## src/rtl/base_conv_pkg.sv

```systemverilog
// Shared constants and FSM state type for the base-conversion datapath.
// Used by the nines-complement EEPROM fetch sequencer, the EEPROM model and the converter.
package base_conv_pkg;

  localparam int ROM_ADDR_W  = 16;
  localparam int ROM_DATA_W  = 8;
  localparam int ENTRY_BYTES = 5;

  typedef enum logic [1:0] {
    IDLE = 2'd0,
    READ = 2'd1,
    DONE = 2'd2
  } fetch_state_t;

endpackage

```

## src/rtl/nines_rom_fetch.sv

```systemverilog
// Read sequencer for the nines-complement EEPROM: fetches ENTRY_BYTES consecutive
// bytes of one table entry and presents them as a single word on a valid/ready port.
module nines_rom_fetch #(
  parameter int ADDR_W      = base_conv_pkg::ROM_ADDR_W,
  parameter int DATA_W      = base_conv_pkg::ROM_DATA_W,
  parameter int ENTRY_BYTES = base_conv_pkg::ENTRY_BYTES,
  parameter int INDEX_W     = 8,
  parameter int WAIT_CYCLES = 2
) (
  input  logic                          clk,
  input  logic                          rst,
  input  logic                          in_valid,
  output logic                          in_ready,
  input  logic [INDEX_W-1:0]            in_index,
  output logic                          rom_cs_n,
  output logic                          rom_oe_n,
  output logic [ADDR_W-1:0]             rom_addr,
  input  logic [DATA_W-1:0]             rom_data,
  output logic                          out_valid,
  input  logic                          out_ready,
  output logic [ENTRY_BYTES*DATA_W-1:0] out_word,
  output logic                          busy
);

  import base_conv_pkg::*;

  localparam int WORD_W = ENTRY_BYTES * DATA_W;
  localparam int BCNT_W = (ENTRY_BYTES > 1) ? $clog2(ENTRY_BYTES) : 1;
  localparam logic [BCNT_W-1:0] LAST_BYTE = BCNT_W'(ENTRY_BYTES - 1);
  localparam logic [3:0]        WAIT_LAST = 4'(WAIT_CYCLES);

  fetch_state_t        r_state;
  logic [3:0]          r_wait_cnt;
  logic [BCNT_W-1:0]   r_byte_cnt;
  logic [WORD_W-1:0]   r_shadow;
  logic [WORD_W-1:0]   r_out_word;
  logic [ADDR_W-1:0]   r_addr;
  logic                r_cs_n;
  logic                r_oe_n;
  logic                r_in_ready;
  logic                r_busy;
  logic                r_out_valid;

  logic [ADDR_W-1:0]   w_base;
  logic [WORD_W-1:0]   w_shadow_next;
  logic                w_accept;

  // Entry base address, deliberately truncated to the EEPROM address width.
  always_comb begin
    w_base   = ADDR_W'(in_index) * ADDR_W'(ENTRY_BYTES);
    w_accept = in_valid && r_in_ready;
  end

  // Shadow word with the current byte lane replaced by the bus value.
  always_comb begin
    w_shadow_next = r_shadow;
    w_shadow_next[int'(r_byte_cnt)*DATA_W +: DATA_W] = rom_data;
  end

  // Fetch FSM with all EEPROM-side and downstream outputs registered.
  always_ff @(posedge clk) begin
    if (rst) begin
      r_state     <= IDLE;
      r_wait_cnt  <= 4'd0;
      r_byte_cnt  <= '0;
      r_shadow    <= '0;
      r_out_word  <= '0;
      r_addr      <= '0;
      r_cs_n      <= 1'b1;
      r_oe_n      <= 1'b1;
      r_in_ready  <= 1'b1;
      r_busy      <= 1'b0;
      r_out_valid <= 1'b0;
    end else begin
      case (r_state)
        IDLE: begin
          if (w_accept) begin
            r_addr     <= w_base;
            r_cs_n     <= 1'b0;
            r_oe_n     <= 1'b0;
            r_byte_cnt <= '0;
            r_wait_cnt <= 4'd0;
            r_shadow   <= '0;
            r_in_ready <= 1'b0;
            r_busy     <= 1'b1;
            r_state    <= READ;
          end
        end
        READ: begin
          if (r_wait_cnt == WAIT_LAST) begin
            r_shadow <= w_shadow_next;
            if (r_byte_cnt == LAST_BYTE) begin
              r_out_word  <= w_shadow_next;
              r_out_valid <= 1'b1;
              r_cs_n      <= 1'b1;
              r_oe_n      <= 1'b1;
              r_state     <= DONE;
            end else begin
              r_byte_cnt <= r_byte_cnt + BCNT_W'(1);
              r_addr     <= r_addr + ADDR_W'(1);
              r_wait_cnt <= 4'd0;
            end
          end else begin
            r_wait_cnt <= r_wait_cnt + 4'd1;
          end
        end
        DONE: begin
          // out_word deliberately keeps its value after the handshake.
          if (r_out_valid && out_ready) begin
            r_out_valid <= 1'b0;
            r_in_ready  <= 1'b1;
            r_busy      <= 1'b0;
            r_state     <= IDLE;
          end
        end
        default: begin
          r_state     <= IDLE;
          r_cs_n      <= 1'b1;
          r_oe_n      <= 1'b1;
          r_out_valid <= 1'b0;
          r_in_ready  <= 1'b1;
          r_busy      <= 1'b0;
        end
      endcase
    end
  end

  assign in_ready  = r_in_ready;
  assign rom_cs_n  = r_cs_n;
  assign rom_oe_n  = r_oe_n;
  assign rom_addr  = r_addr;
  assign out_valid = r_out_valid;
  assign out_word  = r_out_word;
  assign busy      = r_busy;

endmodule

```

## config.mk

```make
export PLATFORM = sky130hd
export DESIGN_NAME = nines_rom_fetch
export DESIGN_NICKNAME = d
export VERILOG_FILES = /design/src/rtl/base_conv_pkg.sv /design/src/rtl/nines_rom_fetch.sv
export SDC_FILE = /design/constraint.sdc
export NUM_CORES = 1
export LEC_CHECK = 0
export BUFFER_PORTS_ARGS = -buffer_cell sky130_fd_sc_hd__buf_2
export CORE_ASPECT_RATIO = 1.75
export CORE_MARGIN = 2
export CORE_UTILIZATION = 35
export CTS_BUF_LIST = sky130_fd_sc_hd__clkbuf_2 sky130_fd_sc_hd__clkbuf_4 sky130_fd_sc_hd__clkbuf_8
export DETAILED_ROUTE_END_ITERATION = 10
export SYNTH_ARGS = -nofsm -noshare
export SYNTH_HDL_FRONTEND = slang
export SYNTH_SLANG_ARGS = --single-unit
```

## constraint.sdc

```tcl
create_clock -name clk -period 3.3 [get_ports clk]
set_clock_uncertainty 0.1 [all_clocks]
set_input_delay 0.165 -clock clk [delete_from_list [all_inputs] [get_ports clk]]
set_output_delay 0.165 -clock clk [all_outputs]
set_load 0.01 [all_outputs]
```

---- Word level (Yosys, flattened, before mapping) ----
Cells that the tools add are included.
storage, ports and cells
  bits in latches ......................... 0
  ROM bits ................................ 0
  memories ................................ 0
  bits in registers ....................... 109
  input port bits ......................... 20
  output and inout port bits .............. 61
  bits in writable memories ............... 0
  logic and storage cells ................. 73
cells by class
  multiplexer cells ....................... 31
  add/sub/neg operators ................... 4
  reduce and logical (&&, ||, !) cells .... 12
  bitwise operators ....................... 3
  shift-type cells ........................ 2
  order comparisons ....................... 0
  $mul .................................... 1
  eq/ne operators ......................... 10
  div/mod/pow operators ................... 0
operators with widths
  cell                                                   number
  2-to-1 mux 40 bit                                      2
  case mux 40 bit (2 select lines)                       1
  2-to-1 mux 16 bit                                      3
  bitwise mux 40 bit                                     1
  variable shift 8 x 33 -> 40 bit, first input constant  1
  variable part select 8 x 33 -> 40 bit                  1
  negation 6 -> 33 bit                                   1
  case mux 16 bit (2 select lines)                       1
  adder 16 x 1 -> 16 bit, second input constant          1
  AND reduction 4 bit                                    4
  2-to-1 mux 4 bit                                       3
  case mux 1 bit (3 select lines)                        4
  AND reduction 3 bit                                    4
  multiplier 8 x 3 -> 11 bit, second input constant      1
  != test 2 bit, second input constant                   5
  2-to-1 mux 3 bit                                       3
  2-to-1 mux 2 bit                                       4
  case mux 4 bit (2 select lines)                        1
  2-to-1 mux 1 bit                                       6
  case mux 2 bit (3 select lines)                        1
  case mux 3 bit (2 select lines)                        1
  adder 4 x 1 -> 4 bit, second input constant            1
  == test 4 x 2 -> 1 bit, second input constant          1
  adder 3 x 1 -> 3 bit, second input constant            1
  8 further kinds                                        11

---- Longest topological paths before layout ----
Gate-level depths: netlist of run 1.
  word-level depth ........................ 5
  mapped depth ............................ 11
  depth with buffers taken out ............ 9

---- Worst setup path before layout of run 1 ----
Ideal clock, no wire load.
  kind .................................... flip-flop to flip-flop
  start point ............................. reg r_byte_cnt[0]
  end point ............................... reg r_shadow[32]
  stages on the path, launching flop included .. 11
  data required time ...................... 3.068 ns
  period minus slack after synthesis ...... 2.662 ns
  data arrival time ....................... 2.429 ns
  path buffers ............................ 2
  library setup time ...................... 0.132 ns
  path slack .............................. 0.638 ns
  path through ............................ dfxtp_1 -> buf_2 -> inv_1 -> ha_1 -> ha_1 -> buf_4 -> nand2b_4 -> a2111oi_4 -> nand2_1 -> nand3_1 -> a21oi_1
between the ends
  longest elaborated chain between the ends .. 5
ends and longest elaborated chain
  item                                                                                      RTL line               RTL
  from (decl)                                                                               nines_rom_fetch.sv:34  logic [BCNT_W-1:0] r_byte_cnt;
  from (signal assigned)                                                                    nines_rom_fetch.sv:99  r_byte_cnt <= r_byte_cnt + BCNT_W'(1);
  negation 6 -> 33 bit *                                                                    nines_rom_fetch.sv:57  w_shadow_next[int'(r_byte_cnt)*DATA_W +: DATA_W] = rom_data;
  variable part select 8 x 33 -> 40 bit or variable shift 8 x 33 -> 40 bit (tied branches)  nines_rom_fetch.sv:57
  bitwise mux 40 bit *                                                                      nines_rom_fetch.sv:57
  2-to-1 mux 40 bit *                                                                       nines_rom_fetch.sv:90  if (r_wait_cnt == WAIT_LAST) begin
  case mux 40 bit (2 select lines) *                                                        nines_rom_fetch.sv:75  case (r_state)
  to (signal assigned)                                                                      nines_rom_fetch.sv:91  r_shadow <= w_shadow_next;
  to (decl)                                                                                 nines_rom_fetch.sv:35  logic [WORD_W-1:0] r_shadow;
Mark *: on every way between the ends. The rest lies on a longest branch, timed or not. The select of a mux whose other input is x is not followed.
A chain may end at the register's enable or synchronous reset.

---- Worst setup path in the final report of run 1 ----
  start point ............................. reg r_byte_cnt[1]
  end point ............................... reg r_shadow[32]
Same word-level chain as after synthesis.

==> impl_summary.log, run 1 <==
INFO  metric dieHeight = between 150 and 200 um
INFO  metric clk_transition_reported_paths = approximately 0.10 ns
INFO  metric grt_overflow_total = 0
INFO  metric power.density_cell_area = 427 nW/um^2
INFO  metric synth_edf_count = 0
INFO  metric switching_share = 30.7%
INFO  metric worst_hold_startpoint = rom_data[7]
INFO  metric power.share.combinational = roughly 17%
INFO  metric post-route-period-util = between 80 and 90%
INFO  metric die_x = between 90 and 100 um
INFO  metric drt.antenna.violating_nets = 0
INFO  metric status = finished clean
INFO  metric numPortBuffers = 80
INFO  metric number_of_flip_flops_and_latches_in_the_synthesized_netlist = between 100 and 150
INFO  metric worstPathRequired = 3.43 ns
INFO  metric cts.sinks = 109
INFO  metric initialDrtViolationCount = 194
INFO  metric area.growth.synth_to_final = 13.0%
INFO  metric timing.hold.worst.class = in -> reg
INFO  metric cp.arrival = 2.77 ns
INFO  metric synthCells = 687
INFO  metric global_route.usage.total = 17.0%
INFO  metric cts_buffer_depth = 2
INFO  metric gpl.final_weighted_congestion = a little over 0.8
INFO  metric wire_length_of_the_first_global_routing_pass = 23000 um
INFO  metric first_global_vias = 4588
INFO  metric most_used_flip_flop_cell_after_synthesis = dfxtp_1
INFO  metric final.min_clock_period = around 2.6 ns
INFO  metric critical_path.reg2reg.startpoint = r_byte_cnt[1]
INFO  metric final-max-slew-violation-count = 0
INFO  metric antenna_cells_inserted = 0
INFO  metric timing.critical_path.fanout_max = 17
INFO  metric yosysSeqAreaShare = 40.0%
INFO  metric cts_repair_resize_count = 0
INFO  metric placementRows = 60
INFO  metric clk_root_buffer_cell = clkbuf_8
INFO  metric antenna_found_initial = 0
INFO  metric synthesis.nets = about 730
INFO  metric post_detailed_route_drc_marker_count = 0
INFO  metric design.die.area = 16600 um^2
INFO  metric finalSetupTns = 0 ns
INFO  metric dr.pass1.iters = 4
INFO  metric grt_max_degree = 64
INFO  metric crit_type = reg -> reg
INFO  metric worstSetupEndpointType = register
INFO  metric avgViaCountPerCell = around 5.3
INFO  metric power_switching = 809 uW
INFO  metric netlist_area = between 5000 and 6000 um^2
INFO  metric final.hold.worst_slack = between 0.02 and 0.025 ns
INFO  metric rsz0062_at_grt = false
INFO  metric dp_hpwl = a little over 10000 um
INFO  metric post_synth.cell_area_avg = 7.94 um^2
INFO  metric finalSetupViolCount = 0
INFO  metric max_slew_margin = 45.8%
INFO  metric power_frac_seq = around 54%
INFO  metric fmaxAchievable = between 300 and 400 MHz
INFO  metric worstMarginPinSlew = around 0.81 ns
INFO  metric boundaryPins = 81
INFO  metric h-tree-depth = 3
INFO  metric synth.lib_cells_used.distinct = 60
INFO  metric routed_len_inst = 15.1 um
INFO  metric initial_core_util = approximately 36%
INFO  metric cts_inserted_buffers = 9
INFO  metric clockPowerShare = around 29%
INFO  metric postSynth.asyncResetShare = 0%
INFO  metric power = between 2 and 3 mW
INFO  metric cts_tree = done
INFO  metric critical_path.startpoint_type = register
INFO  metric p_leak = approximately 2.4 nW
INFO  metric skew_pair_late_insertion_delay = ~0.37 ns
INFO  metric max_cap_viol_count = 0
INFO  metric report.final.hold_viol_count = 0
INFO  metric floorplan.core_area = about 15000 um^2
INFO  metric synth_warnings = 0
INFO  metric internal_power = approximately 1.8 mW
INFO  metric drt_total_wl = about 14000 um
INFO  metric ir_drop = 183 uV
INFO  metric crit_path_start = r_byte_cnt[1]
INFO  metric num_vias = ~4900
INFO  metric drive_gt1_share = about 16%
INFO  metric nNetsFinal = 793
## per-layer routing
layer	GRT usage, %	up-vias	part of all wire (%)
met5	0	-	0
met4	5.84	0	2.4
met3	3.01	17	2.9
met2	32.2	84	54
met1	18.7	2300	41
li1	-	2546	-
## sequential cells by signal, summed over array words and instances (netlist names)
name / cells
out_word: 40
in_ready: 1
r_byte_cnt: 3
r_state: 2
busy: 1
rom_addr: 16
out_valid: 1
r_wait_cnt: 4
r_shadow: 40
rom_oe_n: 1
## per-stage QoR
step	instances	area, um^2	util (%)	worst slack (ns)
floorplan	687	5450	-	0.638
global route	939	6160	40.3	0.468
global placement	920	5950	38.8	0.762
detailed placement	920	5950	38.8	0.703
finish	939	6160	40.3	0.655
CTS	939	6160	40.3	0.687
## layout by cell type (no fill, tap or decap), types with 6 or more instances in the layout
| cell type | Yosys | final |
|---|---|---|
| a211oi_1 | 35 | 35 |
| xnor2_1 | 7 | 7 |
| dfxtp_1 | 109 | 109 |
| nand3_1 | 35 | 35 |
| nand2_1 | 79 | 79 |
| mux2i_1 | 11 | 11 |
| and3_1 | 13 | 12 |
| and2_1 | 10 | 10 |
| nor2_1 | 101 | 101 |
| buf_4 | 2 | 15 |
| clkbuf_8 | 0 | 10 |
| buf_2 | 7 | 80 |
| a21oi_1 | 61 | 61 |
| o21ai_0 | 47 | 47 |
| nor3b_1 | 6 | 6 |
| nand4_1 | 6 | 6 |
| ha_1 | 23 | 23 |
| nor3_1 | 26 | 26 |
| inv_1 | 9 | 9 |
## cell families after synthesis
family | Yosys count | synth area share, %
and+or+nand+nor | 305 | 26.3
AOI/OAI and AO/OA | 171 | 19.3
buffers and inverters | 58 | 5.30
adders and majority gates | 24 | 5.64
muxes | 11 | 2.02
xor gates and xnor gates | 9 | 1.45
DFF | 109 | 40.0
## synthesized netlist by cell type (all sizes together), types with 3 or more instances
master	count	area, um^2
a211oi	35	263
a21oi	61	305
a311oi	3	26.3
a31oi	3	18.8
and2	11	68.8
and3	14	88.8
buf	20	136
clkbuf	26	97.6
dfxtp	109	2180
ha	23	288
inv	10	37.5
mux2i	11	110
nand2	79	297
nand2b	5	38.8
nand3	35	175
nand3b	4	30.0
nand4	6	37.5
nor2	101	379
nor2b	3	18.8
nor3	26	130
nor3b	6	45.0
nor4	3	18.8
o21ai	47	235
o311ai	3	26.3
o31ai	4	35.0
xnor2	7	61.3
## what timing repair did
item,CTS,global route
endpoints found under the setup margin,0,0
endpoints found under the hold margin,4,0
setup buffers,0,0
hold buffers,4,0
## final cells by class
cell class / instances / area, um^2
multi-input cells: 520 / 2980
flip-flops and latches: 109 / 2180
fillers: 1665 / 9150
clock buffers: 12 / 153
inverters: 10 / 37.5
clock inverters: 3 / 22.5
repair buffers: 99 / 553
well taps: 186 / 233
## worst max-delay path, cell delays in order (launching register included)
cell and delay, ns:
dfxtp_1 0.47, inv_2 0.11, ha_1 0.23, ha_1 0.46, nand2b_4 0.09, a2111oi_4 0.27, buf_4 0.30, nand2_1 0.24
nand3_1 0.15, a21oi_1 0.07
## power groups by stage
stage               clock network, mW  logic, mW  registers (mW)
floorplan                           0      0.311            1.43
global placement                    0      0.456            1.44
detailed placement                  0      0.457            1.44
CTS                             0.792      0.461            1.41
global route                    0.841      0.509            1.42
finish                          0.767      0.455            1.41
## final timing paths
check                      end  slack (ns)  cells past startpoint
setup / recovery  r_shadow[32]        0.65                      9
setup reg to reg  r_shadow[32]        0.65                      9
hold / removal    r_shadow[39]        0.02                      3
hold reg to reg    out_word[3]        0.36                      2
No activity file was read; power rests on OpenSTA's default activity.
==> run 2: changes to the inputs <==
==> constraint.sdc (replaced) <==
create_clock -name clk -period 2.7 [get_ports clk]
set_clock_uncertainty 0.1 [all_clocks]
set_input_delay 0.135 -clock clk [delete_from_list [all_inputs] [get_ports clk]]
set_output_delay 0.135 -clock clk [all_outputs]
set_load 0.01 [all_outputs]
==> impl_summary.log, run 2 (synthesis results as in run 1) <==
INFO  metric grt_max_degree = 65 (was 64)
INFO  metric drive_gt1_share = 16.6% (was 15.8%)
INFO  metric num_vias = 4986 (was 4947)
INFO  metric global_route.usage.total = 17.2% (was 17.0%)
INFO  metric mostFrequentLayoutCells = dfxtp_1 (109), nor2_1 (101), buf_2 (80), nand2_1 (79), a21oi_1 (61) (unchanged)
INFO  metric layout_setup_ws = 0.227 ns (was 0.655 ns)
INFO  metric timing.hold.worst.class = in -> reg (unchanged)
INFO  metric h-tree-depth = 3 (unchanged)
INFO  metric max_cap_viol_count = 0 (unchanged)
INFO  metric design.die.area = 16600 um^2 (unchanged)
INFO  metric dr.pass1.iters = 4 (unchanged)
INFO  metric fmaxAchievable = 404 MHz (was 378 MHz)
INFO  metric critical_path.startpoint_type = register (unchanged)
INFO  metric crit_type = reg -> reg (unchanged)
INFO  metric wire_length_of_the_first_global_routing_pass = 23300 um (was 23000 um)
INFO  metric initial_core_util = 35.6% (unchanged)
INFO  metric grt_overflow_total = 0 (unchanged)
INFO  metric first_global_vias = 4663 (was 4588)
INFO  metric antenna_found_initial = 0 (unchanged)
INFO  metric worstPathRequired = 2.85 ns (was 3.43 ns)
INFO  metric cp.arrival = 2.62 ns (was 2.77 ns)
INFO  metric rsz0062_at_grt = false (unchanged)
INFO  metric cts_inserted_buffers = 9 (unchanged)
INFO  metric clk_transition_reported_paths = 0.10 ns (about the same)
INFO  metric finalSetupTns = 0 ns (unchanged)
INFO  metric drt_total_wl = 14300 um (was 14200 um)
INFO  metric cts.sinks = 109 (unchanged)
INFO  metric area.growth.synth_to_final = 15.7% (was 13.0%)
INFO  metric cts_setup_buffers = 0 (unchanged)
INFO  metric antenna_cells_inserted = 0 (unchanged)
INFO  metric max_slew_margin = 41.1% (was 45.8%)
INFO  metric final.min_clock_period = 2.47 ns (was 2.65 ns)
INFO  metric placementRows = 60 (unchanged)
INFO  metric final-max-slew-violation-count = 0 (unchanged)
INFO  metric commonest_non_fill_non_tap_cell_in_the_layout = dfxtp_1 (unchanged)
INFO  metric skew_pair_late_insertion_delay = 0.37 ns (about the same)
INFO  metric cts_buffer_depth = 2 (unchanged)
INFO  metric power = 3.44 mW (was 2.64 mW)
INFO  metric die_x = 98.4 um (unchanged)
INFO  metric drt.antenna.violating_nets = 0 (unchanged)
INFO  metric detailedPlace.worstSlack = 0.201 ns (was 0.703 ns)
INFO  metric report.final.hold_viol_count = 0 (unchanged)
INFO  metric global_route.usage.met2 = 33.0% (was 32.2%)
INFO  metric clk_root_buffer_cell = clkbuf_8 (unchanged)
INFO  metric global_route.usage.met1 = 18.9% (was 18.7%)
INFO  metric worstSetupEndpointType = register (unchanged)
INFO  metric ir_drop = 217 uV (was 183 uV)
INFO  metric postLayoutCellArea = 6310 um^2 (was 6160 um^2)
INFO  metric timing.critical_path.fanout_max = 16 (was 17)
INFO  metric p_leak = 2.43 nW (was 2.37 nW)
INFO  metric dieHeight = 169 um (unchanged)
INFO  metric grt_most_used_layer = met2 (unchanged)
INFO  metric grt_use_met3 = 2.43% (was 3.01%)
INFO  metric power.density_cell_area = 544 nW/um^2 (was 427 nW/um^2)
INFO  metric nNetsFinal = 802 (was 793)
INFO  metric finalSetupViolCount = 0 (unchanged)
INFO  metric post_detailed_route_drc_marker_count = 0 (unchanged)
INFO  metric worstMarginPinSlew = 0.881 ns (was 0.810 ns)
INFO  metric dp_hpwl = 10400 um (was 10300 um)
INFO  metric boundaryPins = 81 (unchanged)
INFO  metric post_dp_area = 6010 um^2 (was 5950 um^2)
INFO  metric routed_len_inst = 15.1 um (about the same)
INFO  metric status = finished clean (unchanged)
INFO  metric gpl.final_weighted_congestion = 0.809 (was 0.811)
INFO  metric initialDrtViolationCount = 220 (was 194)
INFO  metric floorplan.core_area = 15300 um^2 (unchanged)
INFO  metric numPortBuffers = 80 (unchanged)
INFO  metric cts_tree = done (unchanged)
INFO  metric filler_cell_count = 1662 (was 1665)
INFO  metric post-route-period-util = 91.6% (was 80.2%)
INFO  metric final_core_utilization = 41.2% (was 40.3%)
INFO  metric avgViaCountPerCell = 5.25 (was 5.27)
run 2: layout make-up:
class | count | area (um^2) | share of cell area [%]
multi-input combinational | 520 | 2990 | 47.3
sequential | 109 | 2180 | 34.6
timing repair buffer | 108 | 641 | 10.1
tap | 186 | 233 | 3.69
clock buffer | 10 | 138 | 2.18
clock inverter | 6 | 95.1 | 1.51
inverter | 10 | 37.5 | 0.595
run 2: where the power goes:
part | internal, mW | switching, mW | leakage, nW | total [mW]
logic | 0.212 | 0.370 | 1.44 | 0.582
clock network | 0.556 | 0.575 | 0.111 | 1.13
registers | 1.66 | 0.0667 | 0.880 | 1.72
total | 2.43 | 1.01 | 2.43 | 3.44
run 2: worst paths after layout:
path                                    start      endpoint  slack [ns]  cells past startpoint
worst max-delay path            r_byte_cnt[1]  out_word[32]        0.23                      8
worst min-delay path              rom_data[2]  r_shadow[34]       0.009                      3
worst max register to register  r_byte_cnt[1]  out_word[32]        0.23                      8
worst min register to register    r_shadow[8]   r_shadow[8]        0.36                      2
run 2: repair_timing:
action | CTS | global route
setup endpoints to repair | 0 | 6
resized for setup | 0 | 1
hold buffers | 6 | 1
hold endpoints to repair | 6 | 1
run 2: worst max-delay path, cell delays in order (launching register included):
cell and delay (ns):
dfxtp_1 0.47, inv_2 0.11, ha_1 0.24, ha_2 0.44, nand2b_4 0.07, a2111oi_4 0.30
buf_4 0.31, mux2i_1 0.21, a211oi_1 0.08
run 2: layer usage:
layer  wire length, um  vias to the layer above
met5                 0                        -
met4               229                        0
met3               420                       15
met2              7890                       91
met1              5810                     2321
li1                  -                     2559
run 2: stage by stage:
step / hold slack [ns] / instances
after floorplan: 0.183 / 687
after global placement: 0.324 / 926
after detailed placement: 0.329 / 926
after CTS: 0.00292 / 948
after global routing: 0.00697 / 949
final: 0.00860 / 949
==> run 3: changes to the inputs <==
--- a/config.mk
+++ b/config.mk
@@ -5,11 +5,13 @@
 export SDC_FILE = /design/constraint.sdc
 export NUM_CORES = 1
 export LEC_CHECK = 0
+export ABC_AREA = 1
 export BUFFER_PORTS_ARGS = -buffer_cell sky130_fd_sc_hd__buf_2
 export CORE_ASPECT_RATIO = 1.75
 export CORE_MARGIN = 2
 export CORE_UTILIZATION = 35
 export CTS_BUF_LIST = sky130_fd_sc_hd__clkbuf_2 sky130_fd_sc_hd__clkbuf_4 sky130_fd_sc_hd__clkbuf_8
+export CTS_CLUSTER_SIZE = 40
 export DETAILED_ROUTE_END_ITERATION = 10
 export SYNTH_ARGS = -nofsm -noshare
 export SYNTH_HDL_FRONTEND = slang
==> impl_summary.log, run 3 <==
INFO  metric status = finished clean (unchanged)
INFO  metric avgViaCountPerCell = 4.82 (was 5.25)
INFO  metric post_detailed_route_drc_marker_count = 0 (unchanged)
INFO  metric reg2reg_depth = 9 (was 8)
INFO  metric report.final.hold_viol_count = 0 (unchanged)
INFO  metric post-route-period-util = 84.2% (was 91.6%)
INFO  metric first_global_vias = 5012 (was 4663)
INFO  metric initial_core_util = 35.8% (was 35.6%)
INFO  metric netlist_area = 5710 um^2 (was 5450 um^2)
INFO  metric antenna_cells_inserted = 0 (unchanged)
INFO  metric yosysSeqAreaShare = 38.2% (was 40.0%)
INFO  metric cp_top_family = adder cells (unchanged)
INFO  metric final.min_clock_period = 2.27 ns (was 2.47 ns)
INFO  metric timing.critical_path.fanout_max = 16 (unchanged)
INFO  metric synth-adder-area-share = 5.39% (was 5.64%)
INFO  metric grt_max_degree = 44 (was 65)
INFO  metric number_of_flip_flops_and_latches_in_the_synthesized_netlist = 109 (unchanged)
INFO  metric synth_edf_count = 0 (unchanged)
INFO  metric numPortBuffers = 80 (unchanged)
INFO  metric worstHoldEndpoint = r_state[1] (was r_shadow[34])
INFO  metric die_x = 101 um (was 98.4 um)
INFO  metric finish.cell_count_without_fillers = 1116 (was 949)
INFO  metric finalSetupViolCount = 0 (unchanged)
INFO  metric r2r_end = r_shadow[4] (was out_word[32])
INFO  metric cts_inserted_buffers = 9 (unchanged)
INFO  metric rsz0062_at_grt = false (unchanged)
INFO  metric ir_drop = 209 uV (was 217 uV)
INFO  metric synth_compound_gate_area_share = 14.4% (was 19.3%)
INFO  metric drt.antenna.violating_nets = 0 (unchanged)
INFO  metric finalSetupTns = 0 ns (unchanged)
INFO  metric cts_repair_resize_count = 0 (unchanged)
INFO  metric synth_common_cells = nand2_1 (257), dfxtp_1 (109), nor2_1 (100), inv_1 (83), a21oi_1 (76) (was dfxtp_1 (109), nor2_1 (101), nand2_1 (79), a21oi_1 (61), o21ai_0 (47))
INFO  metric timing.critical_path.slowest_stage_cell = dfxtp_1 (unchanged)
INFO  metric cp.buffers_inverters = 2 (unchanged)
INFO  metric critical_path.startpoint_type = register (unchanged)
INFO  metric crit_type = reg -> reg (unchanged)
INFO  metric synth_mux_area_share = 0% (was 2.02%)
INFO  metric p_leak = 3.12 nW (was 2.43 nW)
INFO  metric max_slew_margin = 66.9% (was 41.1%)
INFO  metric path_cells = inv_1 -> ha_1 -> ha_1 -> nor3_1 -> nand2_2 -> o21ai_0 -> inv_1 -> nand2_1 -> a21oi_1 (was inv_2 -> ha_1 -> ha_2 -> nand2b_4 -> a2111oi_4 -> buf_4 -> mux2i_1 -> a211oi_1)
INFO  metric synth_warnings = 0 (unchanged)
INFO  metric clk_transition_reported_paths = 0.10 ns (about the same)
INFO  metric worst_hold_startpoint = out_ready (was rom_data[2])
INFO  metric synthesis.nets = 902 (was 731)
INFO  metric mostFrequentLayoutCells = nand2_1 (257), dfxtp_1 (109), nor2_1 (100), inv_1 (83), buf_2 (80) (was dfxtp_1 (109), nor2_1 (101), buf_2 (80), nand2_1 (79), a21oi_1 (61))
INFO  metric power.density_cell_area = 505 nW/um^2 (was 544 nW/um^2)
INFO  metric commonest_non_fill_non_tap_cell_in_the_layout = nand2_1 (was dfxtp_1)
INFO  metric design.die.area = 17400 um^2 (was 16600 um^2)
INFO  metric synth_largest_area_cell = dfxtp_1 (unchanged)
INFO  metric max_cap_viol_count = 0 (unchanged)
INFO  metric clk_root_buffer_cell = clkbuf_8 (unchanged)
INFO  metric dominant_combinational_cell_family_by_area_after_synthesis = simple AND/OR/NAND/NOR gates (unchanged)
INFO  metric postSynth.asyncResetShare = 0% (unchanged)
INFO  metric worstMarginPinSlew = 0.496 ns (was 0.881 ns)
INFO  metric placed_cells_incl_taps = 1099 (was 926)
INFO  metric cp.arrival = 2.44 ns (was 2.62 ns)
INFO  metric worstPathRequired = 2.86 ns (was 2.85 ns)
INFO  metric floorplan.core_area = 16000 um^2 (was 15300 um^2)
INFO  metric antenna_found_initial = 0 (unchanged)
INFO  metric worstSetupEndpointType = register (unchanged)
INFO  metric synthMostInstantiatedCell = nand2_1 (was dfxtp_1)
INFO  metric num_vias = 5376 (was 4986)
INFO  metric placementRows = 61 (was 60)
INFO  metric cts_tree = done (unchanged)
INFO  metric synthCells = 858 (was 687)
INFO  metric final.hold.worst_slack = 0.0369 ns (was 0.00860 ns)
INFO  metric hold_path_depth = 4 (was 3)
INFO  metric critical_path.reg2reg.startpoint = r_byte_cnt[1] (unchanged)
INFO  metric post_synth.cell_area_avg = 6.65 um^2 (was 7.94 um^2)
INFO  metric dr.pass1.iters = 4 (unchanged)
INFO  metric gpl.final_weighted_congestion = 0.877 (was 0.809)
INFO  metric fmaxAchievable = 440 MHz (was 404 MHz)
INFO  metric most_used_flip_flop_cell_after_synthesis = dfxtp_1 (unchanged)
INFO  metric h-tree-depth = 3 (unchanged)
INFO  metric drt_total_wl = 15000 um (was 14300 um)
INFO  metric skew_pair_late_insertion_delay = 0.37 ns (about the same)
INFO  metric share_of_synthesized_cell_area_in_and_or_nand_and_nor_gates = 31.2% (was 26.3%)
INFO  metric dp_hpwl = 11100 um (was 10400 um)
INFO  metric synth.area.top_cells = dfxtp_1 (38%), nand2_1 (17%), a21oi_1 (6.7%) (was dfxtp_1 (40%), nor2_1 (7.0%), a21oi_1 (5.6%))
INFO  metric timing.hold.worst.class = in -> reg (unchanged)
INFO  metric nNetsFinal = 966 (was 802)
INFO  metric cpPeakStageDelay = 0.39 ns (was 0.47 ns)
INFO  metric wire_length_of_the_first_global_routing_pass = 24400 um (was 23300 um)
INFO  metric global_route.usage.total = 17.4% (was 17.2%)
INFO  metric r2r_setup_slack = 0.43 ns (was 0.23 ns)
INFO  metric boundaryPins = 81 (unchanged)
INFO  metric yosys.area_share.xor_xnor = 0.767% (was 1.45%)
INFO  metric drive_gt1_share = 14.1% (was 16.6%)
INFO  metric area.growth.synth_to_final = 12.3% (was 15.7%)
INFO  metric initialDrtViolationCount = 191 (was 220)
INFO  metric routed_len_inst = 13.4 um (was 15.1 um)
INFO  metric grt_overflow_total = 0 (unchanged)
INFO  metric synth.lib_cells_used.distinct = 34 (was 60)
INFO  metric dieHeight = 173 um (was 169 um)
INFO  metric area_share_of_the_largest_cell_type_after_synthesis = 38.2% (was 40.0%)
INFO  metric final-max-slew-violation-count = 0 (unchanged)
INFO  metric cts.sinks = 109 (unchanged)
INFO  metric cts_buffer_depth = 2 (unchanged)
run 3: cell types whose count changed after synthesis, moves of 15 or more:
cell | previous run | this run
o21ai_1 | 0 | 45
a211oi_1 | 35 | 2
nand2_1 | 79 | 257
nor3_1 | 26 | 3
inv_1 | 9 | 83
o21ai_0 | 47 | 31
a21oi_1 | 61 | 76
run 3: worst max path at each step:
stage / startpoint / to / cells past startpoint
after CTS: r_byte_cnt[1] / r_shadow[4] / 9
after global routing: r_byte_cnt[1] / r_shadow[4] / 9
after global placement: r_byte_cnt[1] / r_shadow[4] / 9
after floorplan: r_byte_cnt[0] / out_word[6] / 10
final: r_byte_cnt[1] / r_shadow[4] / 9
after detailed placement: r_byte_cnt[1] / r_shadow[4] / 9
run 3: metal layers:
metal	share of wire (%)	GRT usage, %
met2	52	31.5
met4	3.9	7.76
met3	3.2	2.71
met1	41	19.6
met5	0	0
run 3: per-stage QoR:
step / power [mW] / util [%] / setup WS (ns) / cell area, um^2
2_1_floorplan: 2.15 / - / 0.562 / 5710
3_3_place_gp: 2.31 / 38.9 / 0.486 / 6210
3_5_place_dp: 2.31 / 38.9 / 0.454 / 6210
4_1_cts: 3.29 / 40.2 / 0.411 / 6410
5_1_grt: 3.43 / 40.2 / 0.207 / 6410
6_report: 3.24 / 40.2 / 0.427 / 6410
run 3: repair_timing:
| item | CTS | global route |
|---|---|---|
| buffers inserted | 0 | 0 |
| hold buffers | 1 | 0 |
| hold endpoints to repair | 1 | 0 |
| endpoints found under the setup margin | 0 | 0 |
run 3: tightest hold or removal path: cells and delay by family:
kind,cells,cell delay (ns)
simple gates,2,0.17
buf+inv,1,0.08
compound gates,1,0.08
run 3: power by group:
| group | internal [mW] | total [mW] | switching, mW |
|---|---|---|---|
| logic | 0.176 | 0.573 | 0.397 |
| registers | 1.65 | 1.70 | 0.0529 |
| clock network | 0.365 | 0.966 | 0.600 |
run 3: layout make-up:
type	instances	area [um^2]
Multi-Input combinational cell	618	2960
Inverter	93	349
Fill cell	1761	9540
Tap cell	189	236
Sequential cell	109	2180
Clock inverter	6	55.1
Clock buffer	10	131
Timing Repair Buffer	91	498
run 3: kinds of logic after synthesis:
kind of cell / after synthesis
simple gates: 428
compound gates: 161
buf+inv: 131
flops: 109
fa+ha+maj: 24
xor+xnor: 5
